[config.mk]
export PLATFORM = sky130hd
export DESIGN_NAME = terminal_inject_arbiter
export DESIGN_NICKNAME = d
export VERILOG_FILES = /design/src/rtl/mesh_arb_pkg.sv /design/src/rtl/rr_pick.sv /design/src/rtl/terminal_inject_arbiter.sv
export SDC_FILE = /design/constraint.sdc
export NUM_CORES = 1
export LEC_CHECK = 0
export CORE_ASPECT_RATIO = 0.9
export CORE_MARGIN = 2
export CORE_UTILIZATION = 33
export CTS_BUF_LIST = sky130_fd_sc_hd__clkbuf_16
export DETAILED_ROUTE_END_ITERATION = 6
export GPL_TIMING_DRIVEN = 0
export HOLD_SLACK_MARGIN = 0.05
export PLACE_DENSITY = 0.82
export SLEW_MARGIN = 20
export SYNTH_ARGS = -nofsm -noshare
export SYNTH_HDL_FRONTEND = slang
export SYNTH_HIERARCHICAL = 1
export SYNTH_SLANG_ARGS = --single-unit
[constraint.sdc]
create_clock -name clk -period 2.47 [get_ports clk]
set_input_delay 0.494 -clock clk [delete_from_list [all_inputs] [get_ports clk]]
set_output_delay 0.494 -clock clk [all_outputs]
set_load 0.02 [all_outputs]
[src/rtl/mesh_arb_pkg.sv]
// Shared types and default sizes for the mesh terminal inject arbiter.
package mesh_arb_pkg;

  localparam int unsigned NUM_REQ_DEF = 4;
  localparam int unsigned PCKG_SZ_DEF = 32;
  localparam int unsigned CNT_W_DEF   = 16;

  typedef enum logic [0:0] {
    ARB_IDLE  = 1'b0,
    ARB_OFFER = 1'b1
  } arb_state_t;

endpackage

[src/rtl/rr_pick.sv]
// Combinational round-robin picker: first set request at or after ptr, wrapping.
module rr_pick #(
  parameter int unsigned N     = 4,
  parameter int unsigned IDX_W = 2
) (
  input  logic [N-1:0]     req,
  input  logic [IDX_W-1:0] ptr,
  output logic             valid,
  output logic [IDX_W-1:0] idx
);

  logic [IDX_W-1:0] w_j;

  // Scan from the farthest offset down so the nearest match wins.
  always_comb begin
    valid = 1'b0;
    idx   = '0;
    w_j   = '0;
    for (int k = int'(N) - 1; k >= 0; k--) begin
      w_j = IDX_W'((int'(ptr) + k) % int'(N));
      if (req[w_j]) begin
        valid = 1'b1;
        idx   = w_j;
      end
    end
  end

endmodule

[src/rtl/terminal_inject_arbiter.sv]
// Round-robin arbiter feeding one mesh terminal input through a single holding register.
module terminal_inject_arbiter
  import mesh_arb_pkg::*;
#(
  parameter int unsigned NUM_REQ = NUM_REQ_DEF,
  parameter int unsigned pckg_sz = PCKG_SZ_DEF,
  parameter int unsigned CNT_W   = CNT_W_DEF
) (
  input  logic                             clk,
  input  logic                             reset,
  input  logic [NUM_REQ-1:0]               req_pndng,
  input  logic [NUM_REQ-1:0][pckg_sz-1:0]  req_data,
  output logic [NUM_REQ-1:0]               req_pop,
  input  logic [NUM_REQ-1:0]               req_mask,
  output logic                             pndng,
  output logic [pckg_sz-1:0]               data_out,
  input  logic                             popin,
  output logic [$clog2(NUM_REQ)-1:0]       grant_id,
  output logic [CNT_W-1:0]                 pkt_cnt,
  output logic                             proto_err
);

  localparam int unsigned IDX_W = $clog2(NUM_REQ);

  arb_state_t         r_state;
  arb_state_t         w_state_nxt;
  logic [IDX_W-1:0]   r_rr_ptr;
  logic [pckg_sz-1:0] r_hold;
  logic [IDX_W-1:0]   r_grant_id;
  logic [CNT_W-1:0]   r_pkt_cnt;
  logic               r_proto_err;

  logic [NUM_REQ-1:0] w_elig;
  logic               w_valid;
  logic [IDX_W-1:0]   w_idx;
  logic [NUM_REQ-1:0] w_pop;
  logic               w_win;
  logic               w_deliver;
  logic               w_stray_pop;

  assign w_elig = req_pndng & req_mask;

  rr_pick #(
    .N     (NUM_REQ),
    .IDX_W (IDX_W)
  ) u_rr_pick (
    .req   (w_elig),
    .ptr   (r_rr_ptr),
    .valid (w_valid),
    .idx   (w_idx)
  );

  // State register.
  always_ff @(posedge clk) begin
    if (reset) r_state <= ARB_IDLE;
    else       r_state <= w_state_nxt;
  end

  // Next state plus grant/deliver strobes; a full holding register blocks arbitration.
  always_comb begin
    w_state_nxt = r_state;
    w_pop       = '0;
    w_win       = 1'b0;
    w_deliver   = 1'b0;
    w_stray_pop = 1'b0;
    case (r_state)
      ARB_IDLE: begin
        w_stray_pop = popin;
        if (w_valid) begin
          w_win        = 1'b1;
          w_pop[w_idx] = 1'b1;
          w_state_nxt  = ARB_OFFER;
        end
      end
      ARB_OFFER: begin
        if (popin) begin
          w_deliver   = 1'b1;
          w_state_nxt = ARB_IDLE;
        end
      end
      default: w_state_nxt = ARB_IDLE;
    endcase
  end

  // Capture winner, advance pointer, count deliveries, latch stray pops.
  always_ff @(posedge clk) begin
    if (reset) begin
      r_rr_ptr    <= '0;
      r_hold      <= '0;
      r_grant_id  <= '0;
      r_pkt_cnt   <= '0;
      r_proto_err <= 1'b0;
    end else begin
      if (w_win) begin
        r_hold     <= req_data[w_idx];
        r_grant_id <= w_idx;
        r_rr_ptr   <= IDX_W'((int'(w_idx) + 1) % int'(NUM_REQ));
      end
      if (w_deliver)   r_pkt_cnt   <= r_pkt_cnt + CNT_W'(1);
      if (w_stray_pop) r_proto_err <= 1'b1;
    end
  end

  // Reset masks the combinational handshake outputs immediately.
  assign req_pop   = reset ? '0 : w_pop;
  assign pndng     = (r_state == ARB_OFFER) && !reset;
  assign data_out  = r_hold;
  assign grant_id  = r_grant_id;
  assign pkt_cnt   = r_pkt_cnt;
  assign proto_err = r_proto_err;

endmodule

# Yosys cells after proc, flatten, opt, wreduce, memory -nomap -nowiden
# Cells that the tools add are included.
[totals]
out_inout_bits = 56
elab_cells = 52
regBits = 54
inputBits = 139
[op_classes]
reduce_logical = 3
n_mux = 30
n_lt_le_gt_ge = 6
addsub = 5
bitwise_logic = 2
[ops]
columns = ["operator", "n"]
rows = [
  ["32-bit binary-select mux with 2-bit select", 1],
  ["32-bit 2-to-1 mux", 1],
  ["16-bit by 1-bit adder with 16-bit output (second input constant)", 1],
  ["2-bit by 3-bit less-than comparator with 1-bit output (second input constant)", 5],
  ["1-bit 2-to-1 mux", 15],
  ["4-bit 2-to-1 mux", 3],
  ["1-bit binary-select mux with 2-bit select", 4],
  ["2-bit 2-to-1 mux", 4],
  ["2-bit by 1-bit adder with 2-bit output (second input constant)", 2],
  ["2-bit adder (second input constant)", 2],
  ["4-bit bitwise AND", 1],
  ["1-bit demux with 2-bit select", 1],
  ["2-bit by 1-bit >= comparator with 1-bit output (second input constant)", 1],
  ["1-bit logical AND", 2],
  ["1-bit one-hot mux with 2 select lines", 1],
  ["1-bit logical NOT", 1],
  ["1-bit NOT", 1],
]

# Longest topological paths before layout
# Gate-level depths: netlist of the first run.
[depth]
depth_word = 14
depth_mapped = 10
depth_no_buf = 8

# Cells and area by module
# Netlist of the first run, hierarchy kept.
[modules_own_cells]
columns = ["module", "seq_area_each_um2", "area_per_inst_um2", "n_inst", "cells_per_inst"]
rows = [
  ["terminal_inject_arbiter", 1081.0, 2976.6, 1, 303],
  ["rr_pick", 0.0, 77.6, 1, 13],
]

# Least setup slack after synthesis of the first run
# Ideal clock, no wire load.
[synth_path]
path_kind = "input -> output"
from = "input req_pndng[3]"
to = "output req_pop[1]"
stages = 9
required_ns = 1.976
n_path_buf = 2
path_slack_ns = -0.255
arrival_ns = 2.231
cell_sequence = "and2_1 -> nand2b_1 -> a211oi_1 -> nor2_1 -> buf_2 -> clkbuf_1 -> inv_1 -> ha_1 -> nor3b_1"
[synth_via]
elab_chain_len = 14
elab_cells_between_ends = 25
cone_classes = "order compare: 2; mux: 21; bitwise: 1; reduce/logical: 1"
[synth_rtl]
columns = ["element", "line_no", "text"]
rows = [
  ["start: declaration", "terminal_inject_arbiter.sv:11", "input logic [NUM_REQ-1:0] req_pndng,"],
  ["4-bit bitwise AND (*)", "terminal_inject_arbiter.sv:41", "assign w_elig = req_pndng & req_mask;"],
  ["1-bit binary-select mux with 2-bit select", "rr_pick.sv:21", "if (req[w_j]) begin"],
  ["1-bit 2-to-1 mux (not written as such)", "rr_pick.sv:21", ""],
  ["2-bit 2-to-1 mux (3 in a row)", "rr_pick.sv:21", ""],
  ["2-bit 2-to-1 mux (*)", "rr_pick.sv:21", ""],
  ["via w_idx[1]", "terminal_inject_arbiter.sv:35", "logic [IDX_W-1:0] w_idx;"],
  ["2-bit by 3-bit less-than comparator with 1-bit output (not written as such) / 2-bit by 1-bit >= comparator with 1-bit output (equally long branches)", "terminal_inject_arbiter.sv:71", "w_pop[w_idx] = 1'b1;"],
  ["1-bit logical AND (not written as such)", "terminal_inject_arbiter.sv:71", ""],
  ["1-bit 2-to-1 mux (not written as such)", "terminal_inject_arbiter.sv:71", ""],
  ["1-bit demux with 2-bit select (*)", "terminal_inject_arbiter.sv:71", ""],
  ["4-bit 2-to-1 mux (*)", "terminal_inject_arbiter.sv:69", "if (w_valid) begin"],
  ["4-bit 2-to-1 mux (*)", "terminal_inject_arbiter.sv:66", "case (r_state)"],
  ["4-bit 2-to-1 mux (*)", "terminal_inject_arbiter.sv:105", "assign req_pop = reset ? '0 : w_pop;"],
  ["end: declaration", "terminal_inject_arbiter.sv:13", "output logic [NUM_REQ-1:0] req_pop,"],
]
# The timed path passes the listed nets; every way through them passes the cells marked *. The select of a mux whose other input is x is not followed.

# Final worst setup path of the first run
[layout_path]
from = "input req_pndng[0]"
to = "output req_pop[2]"
[layout_via]
elab_chain_len = 14
elab_cells_between_ends = 25
cone_classes = "order compare: 2; mux: 21; bitwise: 1; reduce/logical: 1"
[layout_rtl]
columns = ["element", "line_no", "text"]
rows = [
  ["4-bit bitwise AND (*)", "terminal_inject_arbiter.sv:41", ""],
  ["via w_elig[0]", "terminal_inject_arbiter.sv:33", "logic [NUM_REQ-1:0] w_elig;"],
  ["1-bit binary-select mux with 2-bit select", "rr_pick.sv:21", ""],
  ["1-bit 2-to-1 mux (not written as such)", "rr_pick.sv:21", ""],
  ["2-bit 2-to-1 mux (3 in a row)", "rr_pick.sv:21", ""],
  ["2-bit 2-to-1 mux (*)", "rr_pick.sv:21", ""],
  ["via w_idx[0]", "terminal_inject_arbiter.sv:35", ""],
  ["2-bit by 3-bit less-than comparator with 1-bit output (not written as such) / 2-bit by 1-bit >= comparator with 1-bit output (equally long branches)", "terminal_inject_arbiter.sv:71", ""],
  ["1-bit logical AND (not written as such)", "terminal_inject_arbiter.sv:71", ""],
  ["1-bit 2-to-1 mux (not written as such)", "terminal_inject_arbiter.sv:71", ""],
  ["1-bit demux with 2-bit select (*)", "terminal_inject_arbiter.sv:71", ""],
  ["4-bit 2-to-1 mux (*)", "terminal_inject_arbiter.sv:69", ""],
  ["4-bit 2-to-1 mux (*)", "terminal_inject_arbiter.sv:66", ""],
  ["4-bit 2-to-1 mux (*)", "terminal_inject_arbiter.sv:105", ""],
]
# Marked as above.

==> results.md, run 1 <==
* Status: completed
* Final period util at 97.93%
* Worst setup path class: input pin to output port
* Synth top area share at 35.40%
* Leak at 0.002029 uW
* Slowest CP cell: a211oi_4
* Synth unique cells at 32
* TritonCTS Buffers at 5
* Chip Width at 105.4 microns
* IO Port Bufs at 193
* Slew Viols, Final at 0
* # fillers at 734
* Final setup vio count at 0
* Cell Rows at 33
* Starting Density at 33.78%
* Vias at 3203
* Relative slew slack at 65.92%
* Fin Setup TNS at 0 ns
* Worst EP arrival at 1.92 ns
* Max-cap violations at 0
* Drt first pass iters at 4
* Fin. Hold Viols at 0
* Mapped Nets at 460
* VDD IR max at 0.2904 mV
* Slew @ Worst Pin at 0.5112 ns
* Post-Route WL at 10060 microns
* Clock-pin slew on the worst setup and hold paths at 0.07 ns
* Synthesized flop and latch total at 54
* Initial DRC count at 80
* Multi-input gate area at 1984 sq um
* Register area at 1085 sq um
* ANT nets after route at 0
* Wire length of the first global-routing pass at 15820 microns
* Nets at 665
* Most frequent cells in the layout: clkdlybuf4s50_1 (181), nand2_1 (76), dfxtp_1 (53)
* Register area share after synthesis at 35.40%
* Final hold slack at 0.4525 ns
* Share of cells above drive strength 1 at 19.58%
* Initial antenna violation count at 0
* Gr ovfl total at 0
* Post-Synthesis Cells at 316
* Clock sinks at 54
* GRT Overall Usage at 19.99%
* RSZ-0062 raised after global routing: false
* Met2 routed WL at 5390 microns
* Maximum clock frequency at 413.4 MHz
* CTS tree: yes
* Via count of the first global-routing pass at 3347
* Die Y at 95.27 microns
* CTS H-tree lvls at 2
* Startpoint class of the critical path: input pin
* Layout area overhead at 80.70%
* Hold crit path type: register to register
* Top cell type by total area after synthesis: dfxtp_1
* Crit path cell chain: dlygate4sd2_1, and2_4, a211oi_4, buf_6, buf_12, inv_4, ha_2, nor3b_2, buf_4
* Syn_area_per_cell at 9.665 sq um
* Post-route setup slack at 0.05116 ns
* CTS root buf: clkbuf_16
* Max Used Layer: met4
* Post-Route Utilization at 61.04%
* CP top delay family: buffers and inverters
* Crit-path max cell delay at 0.29 ns
* # DRC at 0
* Clock buffer depth at 2
* Core outline area at 9042 sq um
* Top post-synthesis cells by area: dfxtp_1 (35%), mux4_2 (24%), nand2_1 (9.3%), a21oi_1 (6.6%), nor2_1 (2.8%)
* Tmin final at 2.419 ns
* Commonest non-fill, non-tap cell in the layout: clkdlybuf4s50_1
* Pin count of the biggest net entering global routing at 16
* Diodes inserted at 0
* M1 wire length at 3770 microns
* Worst EP required at 1.98 ns
* Clock Skew at 0.003882 ns
* CP Capture Type: output port
* Post-Syn Area at 3054 sq um
* Pwr Density at 489.9 nW/um^2
* Worst-skew pair later-pin latency at 0.28 ns
* Final HPWL DP at 8189 microns
* Routed vias/inst at 4.981
* CP Buf/Inv Count at 5
* Yosys warns at 6
* Pre-CTS setup slack at -1.346 ns
* GP Congestion at 0.8299
* Drt wl/cell at 15.65 microns
* Die ar. at 10040 sq um
* Crit-path max FO at 2
* Routed wl met3 at 771 microns
* Num ports at 195
[power by group]
part           switching [uW]  internal (uW)  total [uW]  leakage, uW
clock                     298            469         767    0.0000773
sequential               42.8            940         983     0.000443
combinational             404            550         954      0.00151
[worst register-to-register path, stage by stage, from the launching register on]
cell and delay, ns:
dfxtp_4 0.40, nand2b_4 0.14, a21oi_2 0.06, a211oi_4 0.27
buf_6 0.15, buf_4 0.20, buf_4 0.26, mux4_2 0.52
nand2_1 0.08, a21oi_1 0.07
[repair_timing]
item                       in CTS  in global routing
setup endpoints to repair      38                 25
resized for setup              76                 20
hold buffers                    0                  0
pin swaps                      10                  8
setup buffers                   9                  1
[per-layer routing]
layer	up-vias	global-route usage, %
met4	0	5.444
li1	1520	-
met1	1534	21.28
met2	137	38.55
met5	-	0
met3	12	5.947
[sequential cells by signal (all words and copies together), names as in the netlist]
name	flops
grant_id	2
data_out	32
pkt_cnt	16
proto_err	1
r_rr_ptr	2
r_state	1
[final cells by class]
class,count,area share (%)
Multi-Input combinational cell,232,35.96
Timing Repair Buffer,201,35.52
Sequential cell,54,19.66
Tap cell,122,2.766
Buffer,22,2.607
Clock buffer,5,2.267
Clock inverter,2,0.6121
Inverter,5,0.6121
[cell usage after synthesis]
| cell type | n |
|---|---|
| a211oi_1 | 1 |
| a211oi_2 | 1 |
| a21oi_1 | 40 |
| and2_1 | 4 |
| and4_1 | 1 |
| buf_2 | 8 |
| buf_4 | 3 |
| clkbuf_1 | 14 |
| dfxtp_1 | 54 |
| ha_1 | 5 |
| inv_1 | 5 |
| mux2_1 | 1 |
| mux2_4 | 1 |
| mux2i_1 | 1 |
| mux4_2 | 32 |
| nand2_1 | 76 |
| nand2_2 | 1 |
| nand2b_1 | 3 |
| nand3_1 | 4 |
| nand3_2 | 2 |
| nand4_1 | 2 |
| nand4_4 | 3 |
| nor2_1 | 23 |
| nor2b_1 | 3 |
| nor3_1 | 4 |
| nor3b_1 | 5 |
| nor4_1 | 2 |
| nor4_4 | 2 |
| o21ai_0 | 2 |
| or3_1 | 1 |
| xnor2_1 | 8 |
| xor2_1 | 4 |
[per-stage QoR]
step	power (uW)	cell area (sq um)	instances
3_5_place_dp	1895	5161	631
4_1_cts	2714	5489	646
5_1_grt	2835	5519	643
2_1_floorplan	1449	3077	316
6_report	2704	5519	643
3_3_place_gp	1872	5161	631
[worst paths after layout]
path                                to  slack, ns  cells after the start                 startpoint
max                         req_pop[2]       0.05                      9               req_pndng[0]
min          data_out[18]$_SDFFE_PP0P_       0.45                      2  data_out[18]$_SDFFE_PP0P_
max reg2reg  data_out[11]$_SDFFE_PP0P_       0.17                      9   r_rr_ptr[1]$_SDFFE_PP0P_
min reg2reg  data_out[18]$_SDFFE_PP0P_       0.45                      2  data_out[18]$_SDFFE_PP0P_
[logic make-up after synthesis]
logic type / after synthesis / synth area share, %
buffers and inverters: 30 / 4.384
AO/OA/AOI/OAI: 44 / 7.538
AND/OR/NAND/NOR: 136 / 22.41
XOR/XNOR: 12 / 3.441
adder cells (fa/ha/maj): 5 / 2.048
flip-flops: 54 / 35.40
multiplexers: 35 / 24.78
Note: power is estimated with default switching activity, not from simulation.
==> inputs of run 2 (changes only) <==
--- a/config.mk
+++ b/config.mk
@@ -6,7 +6,6 @@
 export NUM_CORES = 1
 export LEC_CHECK = 0
 export CORE_ASPECT_RATIO = 0.9
-export CORE_MARGIN = 2
 export CORE_UTILIZATION = 33
 export CTS_BUF_LIST = sky130_fd_sc_hd__clkbuf_16
 export DETAILED_ROUTE_END_ITERATION = 6
==> results.md, run 2 (synthesis gave the netlist of run 1 again) <==
* Worst reg-to-reg setup slack at 0.13 ns (-0.04 ns)
* Layout Cells excl Fill at 650 (+1.1%)
* Capture point of the worst path: req_pop[2]
* Worst Reg2Reg Path Length in Cells at 10 (+1)
* IO Port Bufs at 193 (unchanged)
* CP Capture Type: output port
* CTS H-tree lvls at 2 (unchanged)
* Clock Skew at 0.002755 ns (-0.001126 ns)
* Initial antenna violation count at 1 (+1)
* Post-Route WL at 9949 microns (-1.1%)
* M1 wire length at 3709 microns (-1.6%)
* Share of cells above drive strength 1 at 21.51% (+1.9 points)
* Worst EP arrival at 1.96 ns (+0.04 ns)
* Wire length of the first global-routing pass at 14950 microns (-5.5%)
* Max-cap violations at 0 (unchanged)
* Slew @ Worst Pin at 0.5988 ns (+0.08760 ns)
* Final setup vio count at 0 (unchanged)
* CTS root buf: clkbuf_16
* Max FFs per register at 32 (unchanged)
* Pin count of the biggest net entering global routing at 17 (+1)
* Tmin final at 2.451 ns (+0.03228 ns)
* Clock sinks at 54 (unchanged)
* Initial DRC count at 58 (-28%)
* Die Y at 93.27 microns (-2.1%)
* Gr ovfl total at 0 (unchanged)
* Starting Density at 34.83% (+1.1 points)
* # fillers at 721 (-1.8%)
* Chip Width at 103.4 microns (-1.9%)
* Routed wl met3 at 695 microns (-9.9%)
* Num ports at 195 (unchanged)
* CTS tree: yes
* CP startpoint: req_mask[3]
* VDD IR max at 0.2934 mV (+1.0%)
* Pre-CTS setup slack at -1.309 ns (+0.03720 ns)
* GP Congestion at 0.7587 (-8.6%)
* Commonest non-fill, non-tap cell in the layout: clkdlybuf4s50_1
* Worst-skew pair later-pin latency at 0.28 ns (about the same)
* ANT nets after route at 0 (unchanged)
* Reg2Reg Capture Point: data_out[20]$_SDFFE_PP0P_
* Leak at 0.002069 uW (+2.0%)
* Met2 routed WL at 5311 microns (-1.5%)
* Worst EP required at 1.98 ns (about the same)
* Layout area overhead at 83.78%
* Via count of the first global-routing pass at 3192 (-4.6%)
* Routed vias/inst at 4.914 (-1.4%)
* Maximum clock frequency at 408.0 MHz (-1.3%)
* TritonCTS Buffers at 5 (unchanged)
* Clock-pin slew on the worst setup and hold paths at 0.07 ns (about the same)
* Core outline area at 8768 sq um (-3.0%)
* Relative slew slack at 60.08% (-5.8 points)
* Fin. Hold Viols at 0 (unchanged)
* Crit-path max FO at 4 (+2)
* Vias at 3194 (-0.28%)
* Pwr Density at 471.7 nW/um^2 (-3.7%)
* GRT Overall Usage at 20.45% (+0.47 points)
* Drt first pass iters at 4 (unchanged)
* Die ar. at 9644 sq um (-4.0%)
* Post-route setup slack at 0.01888 ns (-0.03228 ns)
* R2R Path Start: r_rr_ptr[1]$_SDFFE_PP0P_
* Max Used Layer: met4
* Post-Route Utilization at 64.01% (+3.0 points)
* # DRC at 0 (unchanged)
* Status: completed
* Worst setup path class: input pin to output port
* Drt wl/cell at 15.31 microns (-2.2%)
* Most frequent cells in the layout: clkdlybuf4s50_1 (181), nand2_1 (75), dfxtp_1 (52)
* Slew Viols, Final at 0 (unchanged)
* Final HPWL DP at 7842 microns (-4.2%)
* Nets at 673 (+1.2%)
* Startpoint class of the critical path: input pin
* # hold bufs at CTS at 0 (unchanged)
* Slowest CP cell: a211oi_4
* Clock buffer depth at 2 (unchanged)
* Hold crit path type: register to register
* Crit path cell chain: buf_2, and2_4, buf_4, a21oi_4, a211oi_4, buf_12, buf_12, inv_6, ha_4, nor3b_2, buf_4
* Crit-path max cell delay at 0.33 ns (+0.04 ns)
* Cell Rows at 32 (-3.0%)
* Dpl cells at 628 (-0.48%)
* Final period util at 99.24% (+1.3 points)
==> run 2: changes by cell type in the layout (fill, tap and decap cells not counted), moves of 2 or more <==
cell           delta
dlygate4sd2_1     -2
nor2_1            -2
buf_4             +6
nor2_4            +2
==> run 2: layer usage <==
metal  vias up  track usage [%]
met3        23            5.157
met2       136            36.59
li1       1540                -
met4         0            8.451
met1      1495            22.77
met5         -                0
==> run 2: layout make-up <==
type,instances,area [sq um],share of cell area [%]
Sequential cell,54,1086,19.35
Tap cell,119,148.9,2.653
Multi-Input combinational cell,232,2007,35.76
Inverter,5,36.28,0.6465
Timing Repair Buffer,207,2009,35.80
Buffer,24,181.4,3.232
Antenna cell,1,2.502,0.04458
Clock buffer,5,125.1,2.229
Clock inverter,3,16.27,0.2898
==> run 2: critical path, delay by kind of cell <==
kind / cells / cell delay, ns
buffers and inverters: 6 / 0.63
AND/OR/NAND/NOR: 2 / 0.30
adder cells (fa/ha/maj): 1 / 0.14
AO/OA/AOI/OAI: 2 / 0.39
==> run 2: repair_timing <==
| action | CTS | global route |
|---|---|---|
| gates resized for setup | 79 | 30 |
| endpoints found under the setup margin | 38 | 25 |
| buffers inserted | 8 | 7 |
| pin swaps | 12 | 11 |
==> run 2: how the worst min path moves through the flow <==
stage	slack [ns]	startpoint	depth (start not counted)	end
finish	0.46	data_out[4]$_SDFFE_PP0P_	2	data_out[4]$_SDFFE_PP0P_
global route	0.48	data_out[4]$_SDFFE_PP0P_	2	data_out[4]$_SDFFE_PP0P_
CTS	0.46	data_out[4]$_SDFFE_PP0P_	2	data_out[4]$_SDFFE_PP0P_
detailed placement	0.45	data_out[4]$_SDFFE_PP0P_	2	data_out[4]$_SDFFE_PP0P_
global placement	0.44	data_out[9]$_SDFFE_PP0P_	2	data_out[9]$_SDFFE_PP0P_
floorplan	0.49	r_rr_ptr[1]$_SDFFE_PP0P_	2	r_rr_ptr[1]$_SDFFE_PP0P_
==> run 2: per-stage QoR <==
stage                TNS [ns]  cell area (sq um)  power, uW  hold WS, ns
floorplan           -0.001194               3077       1449       0.4947
global placement       -20.59               5157       1868       0.4412
detailed placement     -23.74               5157       1892       0.4483
CTS                  -0.09952               5494       2639       0.4577
global route         -0.03981               5613       2774       0.4762
finish                      0               5613       2648       0.4561
==> run 2: report_power, final <==
group          internal, uW  leakage, uW  switching [uW]
Sequential              940     0.000443            41.0
Combinational           575      0.00156             416
Clock                   371    0.0000672             305
